File: src/rtl/regfile_rsp.sv
// regfile_rsp: 32 x 32-bit register file with a DEPTH-entry write-back buffer.
// Writes queue in a FIFO that drains one entry per cycle into the array
// unless stall is high. Reads are registered (1-cycle latency).
// Optional macro REGFILE_RSP_BYPASS_EN: reads forward the same-edge write and
// pending buffer entries. Without it, reads see array contents only.
module regfile_rsp #(
  parameter int unsigned DEPTH = 4
) (
  input  logic        clk,
  input  logic        reset,
  input  logic [31:0] rd_addr1,
  input  logic [31:0] rd_addr2,
  output logic [31:0] rd_data1,
  output logic [31:0] rd_data2,
  input  logic        wr_en,
  input  logic [31:0] wr_addr,
  input  logic [31:0] wr_data,
  input  logic        stall,
  output logic        wr_ready,
  output logic        busy,
  output logic        overflow
);

  localparam int unsigned PW = (DEPTH > 1) ? $clog2(DEPTH) : 1;
  localparam int unsigned CW = $clog2(DEPTH + 1);

  logic [31:0]   r_regs     [32];
  logic [4:0]    r_buf_idx  [DEPTH];
  logic [31:0]   r_buf_data [DEPTH];
  logic [PW-1:0] r_head;
  logic [PW-1:0] r_tail;
  logic [CW-1:0] r_count;
  logic [31:0]   r_rd_data1;
  logic [31:0]   r_rd_data2;
  logic          r_wr_ready;
  logic          r_busy;
  logic          r_overflow;

  logic [4:0]    w_idx1;
  logic [4:0]    w_idx2;
  logic [4:0]    w_widx;
  logic          w_aligned;
  logic          w_ready;
  logic          w_accept;
  logic          w_drop;
  logic          w_enq;
  logic          w_deq;
  logic [CW-1:0] w_count_n;
  logic [31:0]   w_rd1;
  logic [31:0]   w_rd2;
  logic          w_unused;

  assign w_idx1    = rd_addr1[6:2];
  assign w_idx2    = rd_addr2[6:2];
  assign w_widx    = wr_addr[6:2];
  assign w_aligned = (wr_addr[1:0] == 2'b00);
  // Acceptance is judged on the pre-edge count, so a full buffer drops even if it drains now
  assign w_ready   = (r_count < CW'(DEPTH));
  assign w_accept  = wr_en & w_aligned & w_ready;
  assign w_drop    = wr_en & w_aligned & ~w_ready;
  assign w_enq     = w_accept & (w_widx != 5'd0);
  assign w_deq     = (r_count != '0) & ~stall;
  assign w_count_n = CW'(r_count + CW'(w_enq) - CW'(w_deq));

  // Address bits outside [6:2] carry no register information
  assign w_unused  = ^{rd_addr1[31:7], rd_addr1[1:0], rd_addr2[31:7], rd_addr2[1:0], wr_addr[31:7]};

`ifdef REGFILE_RSP_BYPASS_EN
  // Same-edge write beats youngest pending entry, which beats the array
  function automatic logic [31:0] f_lookup(input logic [4:0] idx);
    logic [31:0]   v;
    logic [PW-1:0] pos;
    v = r_regs[idx];
    for (int k = 0; k < int'(DEPTH); k++) begin
      pos = PW'(r_head + PW'(k));
      if ((CW'(k) < r_count) && (r_buf_idx[pos] == idx)) v = r_buf_data[pos];
    end
    if (w_accept && (w_widx == idx)) v = wr_data;
    if (idx == 5'd0) v = 32'd0;
    return v;
  endfunction
`else
  // Array contents only; pending writes stay invisible until drained
  function automatic logic [31:0] f_lookup(input logic [4:0] idx);
    return (idx == 5'd0) ? 32'd0 : r_regs[idx];
  endfunction
`endif

  // Read data selection for both ports
  always_comb begin
    w_rd1 = f_lookup(w_idx1);
    w_rd2 = f_lookup(w_idx2);
  end

  // Buffer payload storage; validity is tracked by r_count alone
  always_ff @(posedge clk) begin
    if (!reset && w_enq) begin
      r_buf_idx[r_tail]  <= w_widx;
      r_buf_data[r_tail] <= wr_data;
    end
  end

  // Array, pointers, count and registered outputs
  always_ff @(posedge clk) begin
    if (reset) begin
      for (int i = 0; i < 32; i++) r_regs[i] <= 32'd0;
      r_head     <= '0;
      r_tail     <= '0;
      r_count    <= '0;
      r_rd_data1 <= 32'd0;
      r_rd_data2 <= 32'd0;
      r_wr_ready <= 1'b1;
      r_busy     <= 1'b0;
      r_overflow <= 1'b0;
    end else begin
      if (w_enq) r_tail <= PW'(r_tail + PW'(1));
      if (w_deq) begin
        r_regs[r_buf_idx[r_head]] <= r_buf_data[r_head];
        r_head                    <= PW'(r_head + PW'(1));
      end
      r_count    <= w_count_n;
      r_rd_data1 <= w_rd1;
      r_rd_data2 <= w_rd2;
      r_wr_ready <= (w_count_n < CW'(DEPTH));
      r_busy     <= (w_count_n != '0);
      if (w_drop) r_overflow <= 1'b1;
    end
  end

  assign rd_data1 = r_rd_data1;
  assign rd_data2 = r_rd_data2;
  assign wr_ready = r_wr_ready;
  assign busy     = r_busy;
  assign overflow = r_overflow;

endmodule

File: config.mk
export PLATFORM = sky130hd
export DESIGN_NAME = regfile_rsp
export DESIGN_NICKNAME = d
export VERILOG_FILES = /design/src/rtl/regfile_rsp.sv
export SDC_FILE = /design/constraint.sdc
export NUM_CORES = 2
export LEC_CHECK = 0
export CAP_MARGIN = 40
export CORE_AREA = 10 10 418 420
export CTS_BUF_LIST = sky130_fd_sc_hd__clkbuf_4 sky130_fd_sc_hd__clkbuf_8 sky130_fd_sc_hd__clkbuf_16
export DETAILED_ROUTE_END_ITERATION = 8
export DIE_AREA = 0 0 428 430
export GPL_TIMING_DRIVEN = 0
export PLACE_DENSITY = 0.6
export REMOVE_ABC_BUFFERS = 1
export SYNTH_ARGS = -nofsm -noshare
export SYNTH_HDL_FRONTEND = slang
export SYNTH_SLANG_ARGS = --single-unit
File: constraint.sdc
create_clock -name clk -period 7.22 [get_ports clk]
set_input_delay 2.166 -clock clk [delete_from_list [all_inputs] [get_ports clk]]
set_output_delay 2.166 -clock clk [all_outputs]
set_load 0.01 [all_outputs]
* Word-level counts from Yosys, hierarchy flattened *
Memory sizes are Yosys's and may differ from the RTL's. A register that Yosys moved wholly into a read port is not among the register bits.
Cells that the tools add are included.

operators by class
  add/sub/neg operators = 4
  $lt $le $gt $ge = 2
  multiplexer cells = 14
  bitwise logic cells = 7
  reductions and logical operators = 11

operator list
  cell                 number
  $mux 32              1
  $reduce_or 32->1     1
  $logic_not 5->1      2
  $mux 1               8
  $mux 2               4
  $lt 3x3->1 const B   2
  $reduce_bool 3->1    2
  $and 1x1->1          5
  $mux 5               1
  $reduce_bool 5->1    1
  $add 2x1->2 const B  2
  $reduce_or 2->1      2
  $add 3x1->3          1
  $sub 3x1->3          1
  $logic_not 2->1      1
  $not 1->1            2
  $logic_and 1x1->1    1
  $logic_not 1->1      1

storage, ports and cells
  flip-flop bits (word level) = 10
  memory bits (writable) = 1,172
  bits of input ports = 132
  output and inout port bits = 67
  word-level logic and storage cells = 47
  memories kept = 3

memories
  name        words  width  read ports  clocked after Yosys merged registers in  write ports  line  source
  r_regs      32     32     2           2                                        32           27    logic [31:0] r_regs [32];
  r_buf_data  4      32     1           1                                        1            29    logic [31:0] r_buf_data [DEPTH];
  r_buf_idx   4      5      1           1                                        1            28    logic [4:0] r_buf_idx [DEPTH];

* Logic depth before layout (Yosys ltp) *
  depth after elaboration = 7
  gate-level depth with buffers = 11
  mapped depth without buffers = 11

* Worst setup path after synthesis *
No wires, ideal clock.

  path type = input-to-reg
  from = input wr_addr[1]
  to = register r_wr_ready, in the netlist wr_ready
  arrival = 4,488 ps
  required time = 7,093 ps
  slack = 2,605 ps
  stages on the path = 10
  cell sequence = or3b_2 -> a211oi_1 -> inv_1 -> ha_1 -> inv_1 -> ha_1 -> fa_1 -> xnor2_1 -> xnor2_1 -> or2_2

on the way
  word-level cells in the longest chain between the ends = 7

RTL lines
  what                       line  source
  from (decl)                16    input logic [31:0] wr_addr,
  $logic_not 2->1            56    assign w_aligned = (wr_addr[1:0] == 2'b00);
  $and 1x1->1 (2 in series)  59    assign w_accept = wr_en & w_aligned & w_ready;
  $and 1x1->1                61    assign w_enq = w_accept & (w_widx != 5'd0);
  $add 3x1->3                63    assign w_count_n = CW'(r_count + CW'(w_enq) - CW'(w_deq));
  $sub 3x1->3                63
  $lt 3x3->1                 124   r_wr_ready <= (w_count_n < CW'(DEPTH));
  to (signal assigned)       124
  to (decl)                  35    logic r_wr_ready;

Every way passes these cells.
A chain may end at the register's enable or synchronous reset.

==> summary.txt <==
Floorplan
  • Rows: 150
  • Die Width: 428 µm
  • DIE AREA: 184000 µm²
  • I/O Pins: 199
  • Core area: 166300 µm²
  • Starting density of the core: 0.3584
  • Die height: 430 µm

Timing
  • Worst-Margin Slew: 0.9919 ns
  • Tcrit/Tclk final: 0.7292
  • Total negative setup slack: 0 ns
  • Final hold vios: 0
  • Fin Hold WS: 0.4817 ns
  • Max Clock Skew: 0.03519 ns
  • Final setup vio count: 0
  • Max_slew headroom: 0.3387
  • FMAX: 189.9 MHz
  • Slew Viols, Final: 0
  • RSZ-0062 raised after global routing: no
  • Period minus WS final: 5.265 ns

Power
  • Internal Power: 13660 µW
  • PwrDens: 272.0 nW/µm²
  • Switching part of the total: 0.2851
  • Total Power Consumption: 19110 µW
  • Combinational power share: 0.189
  • Leakage: 0.02454 µW
  • Worst VDD drop: 0.0001792 V
  • Sw Pwr: 5450 µW
  • Clock network power share: 0.367
  • Sequential share of power: 0.444

Clock tree
  • Clock Path Buffers: 3
  • Inserted Clock Buffers: 137
  • H-tree levels: 4
  • Clock Latency Late Sink: 0.78 ns
  • Cts repair resizes: 0
  • Clk sinks: 1248
  • Root buffer cell: clkbuf_16
  • TritonCTS clock tree: built
  • Worst-path clk slew: 0.06 ns
  • Post-CTS Setup Inserts: 0
  • Hold Buf Count CTS: 0

Route
  • Via Count: 38770
  • Vias per cell: 6.094
  • DRC Markers: 0
  • Total Wirelength: 207800 µm
  • DR iter-0 viols: 6075
  • Detailed Routing Iterations Pass 1: 6
  • Remaining antenna violation count: 0
  • DR WL/cell: 32.66 µm

Place
  • Gpl congestion: 0.8255
  • Number of buffers added on ports: 119
  • Area after DPL: 65790 µm²
  • Final HPWL from detailed placement: 130900 µm

Logic synthesis
  • Area leader, netlist: edfxtp_1
  • Ranking of synthesized cells by area: edfxtp_1 59%, mux4_2 17%, nor2_1 6.6%
  • Ys flop type: edfxtp_1
  • Synthesis Warnings: 0
  • Yosys cell types: 45
  • Synth cell count leaders: 1172 x edfxtp_1, 1042 x nor2_1, 449 x mux4_2
  • Most common cell in the netlist: edfxtp_1
  • Cells after Synth: 4054
  • Post-synth EDFFs: 1172
  • Mean Syn Cell Area: 14.70 µm²
  • Mapped cell area: 59590 µm²
  • Synth top area share: 0.5906
  • Synth Register Bits: 1248
  • Sequential share of the synthesized area: 0.6161
  • Async SR Flop Fraction: 0

Finish
  • Final core occ: 0.4226
  • Fin area: 70280 µm²
  • P&R area growth vs syn: 17.93%
  • Nets: 4188
  • Share of cells above drive strength 1: 0.2453

Setup path
  • Crit path largest cell delay: 1.08 ns
  • Worst Path Arrival: 5.64 ns
  • Worst Setup End Kind: register
  • Critical path required time: 7.60 ns
  • Worst setup SP type: input pin
  • CP cell instances: clkdlybuf4s50_1 -> nor4b_4 -> buf_6 -> nand3_4 -> nand2b_4
  • Maximum fanout along the worst path: 33
  • Crit-path slowest cell: nand2b_4
  • Setup CP Type: in -> reg

Global routing
  • GRT Resource Usage Total: 0.2189
  • Met1 usage: 0.2890
  • GR peak layer: met2
  • Grt ovf: 0
  • Met2 usage in global routing: 0.3439
  • Initial antenna violation count: 9
  • Largest net degree at the start of global routing: 91
  • Routing usage on met3: 0.05359
  • First-pass GRT wire length: 291700 µm
  • Vias in the first global route: 39090

Run
  • # Max-Cap Violations: 0

Min path
  • Worst hold-check path type: reg -> reg

Status
  • Status: complete, no violations
-- per-layer routing --
metal,vias up,part of all wire
met3,474,0.12
met5,-,0.000058
met4,2,0.044
li1,15480,-
met2,2697,0.46
met1,20110,0.38
-- flip-flops by register name (all words and copies together) (netlist names), named ones only --
name,cells
r_count,3
r_buf_idx,20
rd_data2,32
r_buf_data,128
rd_data1,32
wr_ready,1
r_regs,1024
overflow,1
r_head,2
r_tail,2
busy,1
-- worst max-delay path, delay by kind of cell --
kind,cells,cell delay (ns)
simple gates,3,2.45
buf+inv,2,0.92
-- cell usage in the layout (no fill, tap or decap), types with 10 or more instances in the layout --
cell type,instances
a211o_1,22
a211oi_1,10
a21oi_1,21
a22oi_1,51
a31oi_1,23
buf_12,63
buf_16,53
buf_4,13
buf_8,14
clkbuf_16,142
clkbuf_4,30
clkdlybuf4s50_1,110
clkinv_1,24
clkinv_2,27
dfxtp_1,74
edfxtp_1,1172
mux2_2,67
mux2i_1,314
mux4_2,449
nand2_1,71
nand2b_2,12
nand2b_4,20
nand3_1,35
nand3_2,11
nand3_4,20
nor2_1,1041
nor2b_1,19
nor3_1,13
o21ai_4,30
o221ai_1,35
o22a_1,26
o22ai_1,31
or2_2,18
-- path summary, 6_finish.rpt --
| path | start | endpoint | slack (ns) | cells after the start |
|---|---|---|---|---|
| max | stall | r_regs[30][6] | 1.96 | 5 |
| min | overflow | overflow | 0.48 | 2 |
| max reg2reg | register | r_regs[5][12] | 2.38 | 7 |
| min reg2reg | overflow | overflow | 0.48 | 2 |
-- power groups by stage --
stage	combinational, µW	clock (µW)	sequential (µW)
floorplan	1510	0	8580
global placement	3350	0	8660
detailed placement	3550	0	8640
CTS	3560	7060	8480
global route	3740	7350	8520
finish	3610	7020	8490
-- layout make-up --
type | count | area, µm²
antenna | 4 | 10.01
clock inverter | 68 | 606.8
clock buffer | 176 | 3834
sequential | 1248 | 36720
tap | 2204 | 2758
fill | 14850 | 96010
timing repair buffer | 261 | 4200
multi-input combinational | 2394 | 22120
inverter | 7 | 26.28
-- logic make-up after synthesis --
group,Yosys count,share of synthesized area
and+or+nand+nor,1299,0.08863
DFF,1248,0.6161
muxes,830,0.2351
buffers and inverters,412,0.02755
AOI/OAI and AO/OA,253,0.03028
adders and majority gates,7,0.001596
xor gates and xnor gates,5,0.0007348
-- metrics by stage --
| stage | cells | setup WS (ns) |
|---|---|---|
| floorplan | 3649 | 1.773 |
| global placement | 5972 | -18.76 |
| detailed placement | 6112 | 1.297 |
| CTS | 6356 | 2.093 |
| global route | 6358 | 2.039 |
| finish | 6362 | 1.955 |
Power figures use the tool's default switching activity.
